===== config.mk =====
export PLATFORM = sky130hd
export DESIGN_NAME = layer_serializer
export DESIGN_NICKNAME = d
export VERILOG_FILES = /design/src/rtl/layer_pkg.sv /design/src/rtl/layer_serializer.sv
export SDC_FILE = /design/constraint.sdc
export NUM_CORES = 1
export LEC_CHECK = 0
export ABC_AREA = 1
export BUFFER_PORTS_ARGS = -buffer_cell sky130_fd_sc_hd__buf_2
export CAP_MARGIN = 20
export CORE_MARGIN = 10
export CORE_UTILIZATION = 45
export DETAILED_ROUTE_END_ITERATION = 16
export GPL_ROUTABILITY_DRIVEN = 0
export HOLD_SLACK_MARGIN = 0.15
export SLEW_MARGIN = 20
export SYNTH_ARGS = -nofsm -noshare
export SYNTH_HDL_FRONTEND = slang
export SYNTH_SLANG_ARGS = --single-unit

===== constraint.sdc =====
create_clock -name clk -period 3 [get_ports clk]
set_input_delay 0.45 -clock clk [delete_from_list [all_inputs] [get_ports clk]]
set_output_delay 0.45 -clock clk [all_outputs]
set_load 0.05 [all_outputs]

===== src/rtl/layer_pkg.sv =====
// Shared types and sizing helpers for the layer-to-layer serializer.
// Latency and backpressure: not applicable (types and helpers only).
package layer_pkg;

    typedef enum logic {
        IDLE  = 1'b0,
        SHIFT = 1'b1
    } ser_state_t;

    // Index width for an n-entry word counter; at least one bit.
    function automatic int idx_w(input int n);
        return (n < 2) ? 1 : $clog2(n);
    endfunction

endpackage


===== src/rtl/layer_serializer.sv =====
// Collects one layer's per-neuron words, then streams them neuron 0 first, one per cycle.
// Latency: word 0 one cycle after the completing edge; no backpressure (downstream always accepts).
module layer_serializer
    import layer_pkg::*;
#(
    parameter int NN        = 10,
    parameter int dataWidth = 16
) (
    input  logic                    clk,
    input  logic                    rst,
    input  logic [NN-1:0]           i_valid,
    input  logic [NN*dataWidth-1:0] x_in,
    output logic                    o_valid,
    output logic [dataWidth-1:0]    x_out,
    output logic                    busy,
    output logic                    err_overrun,
    output logic                    err_dup
);

    localparam int                IDX_W    = idx_w(NN);
    localparam logic [IDX_W-1:0]  LAST_IDX = IDX_W'(NN - 1);
    localparam logic [NN-1:0]     ALL_ONES = {NN{1'b1}};

    ser_state_t                       state_q, state_d;
    logic [IDX_W-1:0]                 idx_q, idx_d;
    logic [NN-1:0][dataWidth-1:0]     col_data_q, col_data_d;
    logic [NN-1:0][dataWidth-1:0]     sh_data_q, sh_data_d;
    logic [NN-1:0]                    col_mask_q, col_mask_d;
    logic                             col_full_q, col_full_d;
    logic                             o_valid_q, o_valid_d;
    logic [dataWidth-1:0]             x_out_q, x_out_d;
    logic                             busy_q, busy_d;
    logic                             err_overrun_q, err_overrun_d;
    logic                             err_dup_q, err_dup_d;

    logic [NN-1:0]                    cap;
    logic [NN-1:0][dataWidth-1:0]     merged;
    logic                             complete;
    logic                             last_word;
    logic                             sh_free;

    always_comb begin
        cap = col_full_q ? '0 : (i_valid & ~col_mask_q);
        for (int k = 0; k < NN; k++) begin
            merged[k] = cap[k] ? x_in[k*dataWidth +: dataWidth] : col_data_q[k];
        end
        complete  = !col_full_q && ((col_mask_q | cap) == ALL_ONES);
        last_word = (state_q == SHIFT) && (idx_q == LAST_IDX);
        sh_free   = (state_q == IDLE) || last_word;

        state_d       = state_q;
        idx_d         = idx_q;
        sh_data_d     = sh_data_q;
        col_data_d    = merged;
        col_mask_d    = col_mask_q | cap;
        col_full_d    = col_full_q;
        err_dup_d     = err_dup_q | (!col_full_q && (|(i_valid & col_mask_q)));
        err_overrun_d = err_overrun_q | (col_full_q && (|i_valid));

        case (state_q)
            SHIFT: begin
                if (last_word) begin
                    if (col_full_q) begin
                        sh_data_d  = col_data_q;
                        idx_d      = '0;
                        col_full_d = 1'b0;
                        col_mask_d = '0;
                    end else begin
                        state_d = IDLE;
                    end
                end else begin
                    idx_d = idx_q + IDX_W'(1);
                end
            end
            default: ;
        endcase

        // A freshly completed vector goes straight to the shifter when it is
        // free this edge; otherwise it parks in the collect buffer.
        if (complete) begin
            if (sh_free) begin
                sh_data_d  = merged;
                idx_d      = '0;
                state_d    = SHIFT;
                col_mask_d = '0;
            end else begin
                col_full_d = 1'b1;
            end
        end

        o_valid_d = (state_d == SHIFT);
        x_out_d   = (state_d == SHIFT) ? sh_data_d[idx_d] : x_out_q;
        busy_d    = (state_d == SHIFT) || (col_mask_d != '0) || col_full_d;
    end

    always_ff @(posedge clk) begin
        if (rst) begin
            state_q       <= IDLE;
            idx_q         <= '0;
            sh_data_q     <= '0;
            col_data_q    <= '0;
            col_mask_q    <= '0;
            col_full_q    <= 1'b0;
            o_valid_q     <= 1'b0;
            x_out_q       <= '0;
            busy_q        <= 1'b0;
            err_overrun_q <= 1'b0;
            err_dup_q     <= 1'b0;
        end else begin
            state_q       <= state_d;
            idx_q         <= idx_d;
            sh_data_q     <= sh_data_d;
            col_data_q    <= col_data_d;
            col_mask_q    <= col_mask_d;
            col_full_q    <= col_full_d;
            o_valid_q     <= o_valid_d;
            x_out_q       <= x_out_d;
            busy_q        <= busy_d;
            err_overrun_q <= err_overrun_d;
            err_dup_q     <= err_dup_d;
        end
    end

    assign o_valid     = o_valid_q;
    assign x_out       = x_out_q;
    assign busy        = busy_q;
    assign err_overrun = err_overrun_q;
    assign err_dup     = err_dup_q;

endmodule


==> results of run 1 <==
## final cells by class
class / count / share of cell area (%)
clock inverter: 6 / 0.255
multi-input combinational: 1890 / 42.5
tap: 518 / 3.15
timing repair buffer: 256 / 7.98
sequential: 355 / 34.5
clock buffer: 68 / 6.26
inverter: 293 / 5.36
## logic make-up after synthesis
family                   after synthesis
AND/OR/NAND/NOR                     1445
AO/OA/AOI/OAI                        443
adder cells (fa/ha/maj)                2
buffers and inverters                488
flip-flops                           355
## worst min-delay path: cells and delay by family
family / cells / cell delay, ns
simple gates: 1 / 0.09
compound gates: 1 / 0.06
buf+inv: 1 / 0.10
## power by group through the flow
stage | Sequential [mW] | Clock [mW] | Combinational (mW)
after detailed placement | 5.13 | 0 | 1.36
after global placement | 5.13 | 0 | 1.35
final | 5.03 | 4.99 | 1.38
after global routing | 5.05 | 5.26 | 1.54
after floorplan | 5.14 | 0 | 0.876
after CTS | 5.03 | 5.07 | 1.37
## routing by layer
layer,up-vias,routed length [um]
li1,9008,-
met1,8317,25300
met2,626,29100
met3,113,4810
met4,6,2330
met5,-,84
## sequential cells by signal (all words and copies together), names as in the netlist
signal	cells
col_data_q	160
sh_data_q	160
x_out	16
col_mask_q	10
idx_q	4
busy	1
col_full_q	1
err_dup	1
err_overrun	1
o_valid	1
## synth_stat cells
cell,count
a221oi_1,3
nor2_2,3
nor3_1,6
nand2_4,2
inv_2,7
nand3_1,351
clkbuf_1,115
o31ai_1,48
o21bai_1,2
nand3b_1,16
o211ai_1,2
nor2_8,1
o21bai_2,2
dfxtp_1,355
a21oi_1,148
or2_2,17
nand3_4,2
buf_1,15
o21ai_1,4
o22ai_1,1
buf_6,2
nor2_1,291
clkinv_1,1
a211oi_1,80
nand2_1,742
nand3_2,1
nand4_4,1
buf_4,4
nand4_1,5
o21ai_0,149
buf_2,59
nand2_2,3
o2111ai_1,2
inv_1,285
o41ai_1,1
nor2_4,2
nor4_1,2
a21oi_2,1
ha_1,2
## stage by stage
stage               util, %  cells  power, mW  instance area, um^2  hold WS [ns]
floorplan                 -   2733       6.02                17800         0.456
global placement       49.5   3312       6.48                19200         0.441
detailed placement     49.5   3312       6.50                19200         0.446
CTS                    53.0   3386       11.5                20600         0.154
global route           53.0   3386       11.9                20600         0.181
finish                 53.0   3386       11.4                20600         0.171
## worst paths after layout
check	startpoint	end
min	x_in[118]	col_data_q[118]$_SDFF_PP0_
max reg2reg	idx_q[0]$_SDFF_PP0_	x_out[2]$_SDFFE_PP0P_
min reg2reg	err_overrun$_SDFF_PP0_	err_overrun$_SDFF_PP0_
max	idx_q[0]$_SDFF_PP0_	x_out[2]$_SDFFE_PP0P_
==> metrics, run 1 <==
Bufs and invs on worst path=1; Compound-Gate Fraction of Synth Area=14.6%; Core ar.=38,800 um^2; Final setup viols=0; flop2flop setup slack=approximately 0.14 ns; Root Buffer=clkbuf_16; Ports=192; Die W=219 um; Max Clk Rate=between 300 and 400 MHz; ranking of synthesized cells by area=dfxtp_1, nand2_1, nand3_1; GR Overflow Total=0; H-tree depth=2; most common cell after layout, fill and taps aside=nand2_1; max_cap viols=0; Req. time, crit path=3.51 ns; Max Buffers Root-to-Sink=3; die area=47,800 um^2; XOR/XNOR share of the synthesized area=0%; Worst-Margin Slew=about 0.7 ns; CP Data Arrival Time=3.37 ns; Post CTS Setup Buffer Count=0; drt total wl=about 62,000 um; Period minus WS final=2.86 ns; Area Overhead vs Synth=15.9%; port buffer count=191; Internal=8.32 mW; mux cell area share after synthesis=0%; Sequential cell area=a little over 7000 um^2; synthesized area per cell=6.50 um^2; delay-heaviest family, CP=simple AND/OR/NAND/NOR gates; dpl hpwl=42,900 um; global-route wire length before repair=about 95,000 um; Detailed Routing Iterations Pass 1=8; TritonCTS Buffers=42; type of the worst min-delay path=in2reg; Clock Skews=0.0226 ns; Clk pwr share=between 40 and 50%; flops & latches, synth=~360; CP Capture Type=register; YS warnings=0; Sw Share=27.0%; TritonCTS clock tree=done; Cell variety after synth=39; static leakage=approximately 9 nW; M1 GR Usage=a little under a third; setup TNS=0 ns; commonest cells after routing, fill and taps aside=nand2_1, dfxtp_1, nand3_1, nor2_1, inv_1; clk sink count=355; hold path cells=3; met2 GRT Util=40.7%; Power Density=554 nW/um^2; Clock Pin Slew Worst Setup and Hold Paths=0.06 ns; clock latency on the worst-skew pair=0.58 ns; largest family of logic cells by synthesized area=simple AND/OR/NAND/NOR gates; DR vias/cell=5.34; DRC=0; Synth Area in Simple Gates=34.4%; critical path class=reg2reg; Slew HR=between 50% and 60%; peak supply drop=roughly 0.38 mV; row cnt=a little over 70; DR iter-0 viols=1,890; Final Hold Fails=0; Flop pwr share=44.1%; CP peak stage delay=0.52 ns; most crowded layer after global routing=met2; Top cell by count, worst path=nand2_1; vias in the first global route=approximately 17,000; post-synth top area cell=dfxtp_1; M3 GR Usage=5.80%; post-synthesis cell count=2,733; sw power=3.08 mW; sequential area share after synthesis=40.0%; period utilisation layout=95.3%; Multi-input gate area=8740 um^2; initial antenna violation count=2; Final Slew Violations=0; Routed Antenna Nets=0; ant diodes=0; Post-Syn Nets=2,907; CP startpoint kind=register; critical path's slowest cell=buf_4; worst slack at placement=0.0301 ns; CTS Hold Bufs=0; total number of vias=between 15,000 and 20,000; Total GRT Usage=24.9%; Comb pwr share=12.1%; Reg2Reg Depth=14; share of the synthesized area in the top cell type=40.0%; RSZ-0062 raised after global routing=no; Mapped Area=17,800 um^2; Initial Util=45.7%; largest net degree at the start of global routing=119; nets=3,012; Critical Path Stages=14; crit path max fanout=48; critical path cell sequence=ha_1 -> nand3_2 -> nand2_2 -> buf_4 -> nand3_1 -> nand2_1 -> nand3_1 -> nand2_1 -> nand2_1 -> nand3_1 -> nand2_1 -> nand2_1 -> nand3_1 -> a21oi_1; FILL cells=3,949; Die Ht=219 um; Synth Area in Adders=0.141%; status=completed; wire length per cell=18.2 um; fraction of layout cells with a size suffix above 1=~13%; Setup WS post-layout=approximately 0.14 ns; post-CTS sizing=0
Note: power is estimated with default switching activity, not from simulation.
==> inputs of run 2 (changes only) <==
Settings changed: CORE_MARGIN 10 to 2, CTS_BUF_LIST set to sky130_fd_sc_hd__clkbuf_16.
==> run 2 against run 1 <==
  * Worst hold slack better by 0.0035 ns
  * Cell area down 0.58%
  * Count of clock-buffer cells in the layout down 23
==> metrics, run 2 (synthesis gave the netlist of run 1 again) <==
static leakage=9.26 nW (was 9.27 nW); Internal=8.05 mW (was 8.32 mW); Pwr Total=11.1 mW (was 11.4 mW); Ports=192 (unchanged); DR vias/cell=5.36 (was 5.34); sw power=3.04 mW (was 3.08 mW); FILL cells=4,038 (was 3,949); setup TNS=0 ns (unchanged); status=completed (unchanged); peak supply drop=0.332 mV (was 0.379 mV); CP startpoint kind=register (unchanged); wire length per cell=17.8 um (was 18.2 um); TritonCTS clock tree=done (unchanged); H-tree depth=2 (unchanged); hold path cells=3 (unchanged); Die W=203 um (was 219 um); crit path max fanout=32 (was 48); Clock Pin Slew Worst Setup and Hold Paths=0.06 ns (about the same); Req. time, crit path=3.45 ns (was 3.51 ns); Clock Skews=0.0122 ns (was 0.0226 ns); DRC=0 (unchanged); Critical Path Start=idx_q[1]$_SDFF_PP0_ (was idx_q[0]$_SDFF_PP0_); CP Capture Type=register (unchanged); Routed Antenna Nets=0 (unchanged); clock latency on the worst-skew pair=0.56 ns (was 0.58 ns); CP Data Arrival Time=3.29 ns (was 3.37 ns); Period minus WS final=2.84 ns (was 2.86 ns); RR Endpoint=x_out[3]$_SDFFE_PP0P_ (was x_out[2]$_SDFFE_PP0P_); Final Hold Fails=0 (unchanged); Post-Layout Cell Count=3,383 (was 3,386); Power Density=542 nW/um^2 (was 554 nW/um^2); Slew HR=47.5% (was 51.9%); Initial Util=45.7% (unchanged); Max Clk Rate=352 MHz (was 350 MHz); CP endpoint=x_out[3]$_SDFFE_PP0P_ (was x_out[2]$_SDFFE_PP0P_); clk sink count=355 (unchanged); ant diodes=0 (unchanged); fraction of layout cells with a size suffix above 1=12.3% (was 12.7%); Comb pwr share=12.4% (was 12.1%); global-route wire length before repair=93,600 um (was 95,000 um); Worst-Margin Slew=0.787 ns (was 0.719 ns); Total GRT Usage=28.9% (was 24.9%); Final Slew Violations=0 (unchanged); commonest cells after routing, fill and taps aside=nand2_1, dfxtp_1, nand3_1, inv_1, nor2_1 (was nand2_1, dfxtp_1, nand3_1, nor2_1, inv_1); type of the worst min-delay path=in2reg (unchanged); dpl hpwl=41,100 um (was 42,900 um); Detailed Routing Iterations Pass 1=6 (was 8); Area Overhead vs Synth=15.2% (was 15.9%); row cnt=72 (unchanged); GR Overflow Total=0 (unchanged); Root Buffer=clkbuf_16 (unchanged); CTS Hold Bufs=0 (unchanged); Core ar.=38,800 um^2 (unchanged); Reg-to-Reg Start=idx_q[1]$_SDFF_PP0_ (was idx_q[0]$_SDFF_PP0_); vias in the first global route=17,091 (was 17,055); initial antenna violation count=1 (was 2); flop2flop setup slack=0.16 ns (was 0.14 ns); Post CTS Setup Buffer Count=0 (unchanged); TritonCTS Buffers=42 (unchanged); Reg2Reg Depth=14 (unchanged); DR iter-0 viols=1,624 (was 1,890); Util after Layout=52.7% (was 53.0%); DP Cell Count=3,313 (was 3,312); drt total wl=60,300 um (was 61,700 um); RSZ-0062 raised after global routing=no (unchanged); critical path class=reg2reg (unchanged); port buffer count=191 (unchanged); period utilisation layout=94.7% (was 95.3%); total number of vias=18,127 (was 18,070); Clk pwr share=42.2% (was 43.8%); most common cell after layout, fill and taps aside=nand2_1 (unchanged); max_cap viols=0 (unchanged); die area=41,100 um^2 (was 47,800 um^2); largest net degree at the start of global routing=119 (unchanged); Max Buffers Root-to-Sink=3 (unchanged); Flop pwr share=45.4% (was 44.1%); nets=3,013 (was 3,012); Die Ht=203 um (was 219 um); Sw Share=27.4% (was 27.0%); Final setup viols=0 (unchanged)
run 2: how the worst min path moves through the flow:
stage                               startpoint                    endpoint  slack, ns
floorplan           col_data_q[112]$_SDFF_PP0_  col_data_q[112]$_SDFF_PP0_       0.46
global placement        err_overrun$_SDFF_PP0_      err_overrun$_SDFF_PP0_       0.44
detailed placement      err_overrun$_SDFF_PP0_      err_overrun$_SDFF_PP0_       0.44
CTS                                    x_in[7]    col_data_q[7]$_SDFF_PP0_       0.16
global route                         x_in[147]  col_data_q[147]$_SDFF_PP0_       0.21
finish                                 x_in[7]    col_data_q[7]$_SDFF_PP0_       0.17
run 2: power groups by stage:
stage          Combinational [mW]  Sequential (mW)  Clock [mW]
6_report                     1.38             5.03        4.68
5_1_grt                      1.54             5.05        4.92
4_1_cts                      1.37             5.03        4.75
3_5_place_dp                 1.37             5.13           0
3_3_place_gp                 1.35             5.13           0
2_1_floorplan               0.876             5.14           0
run 2: repair_timing:
action	CTS	global route
pin swaps	0	0
setup endpoints to repair	1	16
gates resized for setup	1	2
run 2: worst max-delay path: stages (launching register included):
cell and delay (ns):
dfxtp_1 0.41, inv_1 0.10, ha_1 0.23, nand3_2 0.15, nand2_2 0.12, inv_1 0.14, nor2_1 0.09, a21oi_4 0.23
nand2_4 0.10, inv_2 0.46, nand2_1 0.19, nand2_1 0.18, nor2_1 0.08, nor2_1 0.16, a21oi_1 0.09
run 2: through the flow:
stage          cell area (um^2)  setup slack (ns)  hold slack [ns]
3_5_place_dp              19200          -0.00783            0.441
5_1_grt                   20500            0.0166            0.206
4_1_cts                   20500             0.113            0.156
3_3_place_gp              19200             0.150            0.440
2_1_floorplan             17800             0.737            0.456
6_report                  20500             0.159            0.175
run 2: area by class of cell:
| type | instances | area (um^2) | share of cell area [%] |
|---|---|---|---|
| repair buffers | 257 | 1640 | 8.02 |
| clock buffers | 45 | 1130 | 5.50 |
| inverters | 293 | 1100 | 5.38 |
| clock inverters | 25 | 98.8 | 0.483 |
| flip-flops and latches | 355 | 7110 | 34.8 |
| well taps | 518 | 648 | 3.17 |
| multi-input cells | 1890 | 8740 | 42.7 |
run 2: routing by layer:
layer | share of wire, % | track usage, % | vias to the layer above
met5 | 0 | 0 | -
met4 | 3.8 | 11.8 | 0
met3 | 6.7 | 4.93 | 116
met2 | 48 | 48.4 | 596
met1 | 42 | 36.8 | 8419
li1 | - | - | 8996
==> inputs of run 3 (changes only) <==
Settings changed: MAX_ROUTING_LAYER set to met4, PLACE_DENSITY set to 0.69, TNS_END_PERCENT set to 5.
==> run 3 against run 2 <==
  * Combinational power about the same
  * Core utilization barely moved
  * Clock power increased by 3%
  * Die area is the same
  * Via count up 1.9%
  * Cell area is essentially flat
==> metrics, run 3 (synthesis gave the netlist of run 1 again) <==
port buffer count=191 (unchanged); dpl hpwl=40,400 um (was 41,100 um); drt total wl=59,600 um (was 60,300 um); DRC=0 (unchanged); Die Ht=203 um (unchanged); Pwr Total=11.3 mW (was 11.1 mW); Bufs and invs on worst path=2 (was 3); clk sink count=355 (unchanged); Ports=192 (unchanged); H-tree depth=2 (unchanged); Post CTS Setup Buffer Count=0 (unchanged); Clock Skews=0.0267 ns (was 0.0122 ns); delay-heaviest family, CP=simple AND/OR/NAND/NOR gates (unchanged); global-route wire length before repair=92,300 um (was 93,600 um); total number of vias=18,479 (was 18,127); Worst-Margin Slew=1.02 ns (was 0.787 ns); DR iter-0 viols=2,078 (was 1,624); critical path's slowest cell=inv_2 (unchanged); Final Slew Violations=0 (unchanged); crit path max fanout=32 (unchanged); Top cell by count, worst path=nand3_1 (was nor2_1); Final Hold Fails=0 (unchanged); Routed Antenna Nets=0 (unchanged); wire length per cell=17.6 um (was 17.8 um); largest net degree at the start of global routing=167 (was 119); DP Cell Count=3,301 (was 3,313); period utilisation layout=96.6% (was 94.7%); Period minus WS final=2.90 ns (was 2.84 ns); row cnt=72 (unchanged); Final setup viols=0 (unchanged); TritonCTS Buffers=40 (was 42); vias in the first global route=16,677 (was 17,091); Initial Util=45.7% (unchanged); Area Overhead vs Synth=15.1% (was 15.2%); Root Buffer=clkbuf_16 (unchanged); commonest cells after routing, fill and taps aside=nand2_1, dfxtp_1, nand3_1, inv_1, nor2_1 (unchanged); Detailed Routing Iterations Pass 1=7 (was 6); CP Data Arrival Time=3.40 ns (was 3.29 ns); FILL cells=3,819 (was 4,038); Max Buffers Root-to-Sink=3 (unchanged); max_cap viols=0 (unchanged); Power Density=550 nW/um^2 (was 542 nW/um^2); Clock Pin Slew Worst Setup and Hold Paths=0.06 ns (about the same); most common cell after layout, fill and taps aside=nand2_1 (unchanged); Core ar.=38,800 um^2 (unchanged); GR Overflow Total=0 (unchanged); peak supply drop=0.433 mV (was 0.332 mV); Req. time, crit path=3.51 ns (was 3.45 ns); nets=3,003 (was 3,013); Post-Layout Cell Count=3,379 (was 3,383); critical path class=reg2reg (unchanged); Max Clk Rate=345 MHz (was 352 MHz); Slew HR=31.8% (was 47.5%); ant diodes=0 (unchanged); clock latency on the worst-skew pair=0.58 ns (was 0.56 ns); critical path cell sequence=o21ai_1 -> inv_1 -> nor2_1 -> nand3_4 -> nand2_1 -> nand2_2 -> inv_2 -> nand3_1 -> nand3_1 -> nand3_1 -> a21oi_1 (was inv_1 -> ha_1 -> nand3_2 -> nand2_2 -> inv_1 -> nor2_1 -> a21oi_4 -> nand2_4 -> inv_2 -> nand2_1 -> nand2_1 -> nor2_1 -> nor2_1 -> a21oi_1); TritonCTS clock tree=done (unchanged); type of the worst min-delay path=in2reg (unchanged); CP Capture Type=register (unchanged); static leakage=9.22 nW (was 9.26 nW); flop2flop setup slack=0.10 ns (was 0.16 ns); CP startpoint kind=register (unchanged); Die W=203 um (unchanged); status=completed (unchanged); Total GRT Usage=29.1% (was 28.9%); die area=41,100 um^2 (unchanged); CP peak stage delay=0.50 ns (was 0.46 ns); fraction of layout cells with a size suffix above 1=12.0% (was 12.3%); DR vias/cell=5.47 (was 5.36); RSZ-0062 raised after global routing=yes (was no); initial antenna violation count=0 (was 1)
## run 3: changes by cell type in the layout (fill, tap and decap cells not counted), moves of 2 or more
cell           delta
buf_12            -2
dlygate4sd3_1     +4
inv_1             -2
bufinv_16         +4
buf_4            -12
clkbuf_16         -5
clkinv_1          +4
buf_6             +2
## run 3: worst min-delay path, stage by stage
cell	delay (ns)
buf_2	0.08
o21ai_0	0.10
nor2_1	0.09
## run 3: worst paths after layout
check | cells after the start | startpoint | to
worst max-delay path | 11 | col_full_q$_SDFF_PP0_ | x_out[1]$_SDFFE_PP0P_
worst min-delay path | 3 | x_in[5] | col_data_q[5]$_SDFF_PP0_
worst max register to register | 11 | col_full_q$_SDFF_PP0_ | x_out[1]$_SDFFE_PP0P_
worst min register to register | 2 | err_overrun$_SDFF_PP0_ | err_overrun$_SDFF_PP0_
## run 3: power breakdown
| part | switching [mW] | internal [mW] |
|---|---|---|
| combinational | 0.950 | 0.435 |
| clock | 2.05 | 2.78 |
| sequential | 0.0876 | 4.94 |
## run 3: per-stage QoR
step	setup WS, ns	util (%)	instance area [um^2]	hold slack (ns)	TNS, ns
after floorplan	0.737	-	17800	0.456	0
after global placement	0.0360	49.2	19100	0.448	0
after detailed placement	-0.0544	49.2	19100	0.472	-0.0633
after CTS	0.144	52.6	20400	0.150	0
after global routing	-0.00746	52.6	20400	0.183	-0.00746
final	0.103	52.6	20400	0.173	0
## run 3: per-layer routing
layer | track usage, % | vias to the layer above | part of all wire (%)
met5 | - | - | 0
li1 | - | 9007 | -
met4 | 12.6 | 0 | 4.3
met3 | 4.65 | 139 | 8.5
met2 | 45.0 | 820 | 46
met1 | 37.7 | 8513 | 42
## run 3: what timing repair did
item | 4_1_cts | 5_1_grt
gates resized for setup | 2 | 6
hold buffers | 4 | 0
endpoints found under the setup margin | 2 | 15
endpoints found under the hold margin | 4 | 0
## run 3: final cells by class
class,instances,area [um^2],share of cell area (%)
tap,518,648,3.17
clock inverter,34,272,1.33
multi-input combinational,1890,8740,42.7
sequential,355,7110,34.8
timing repair buffer,249,1570,7.69
inverter,293,1100,5.39
clock buffer,40,1000,4.90
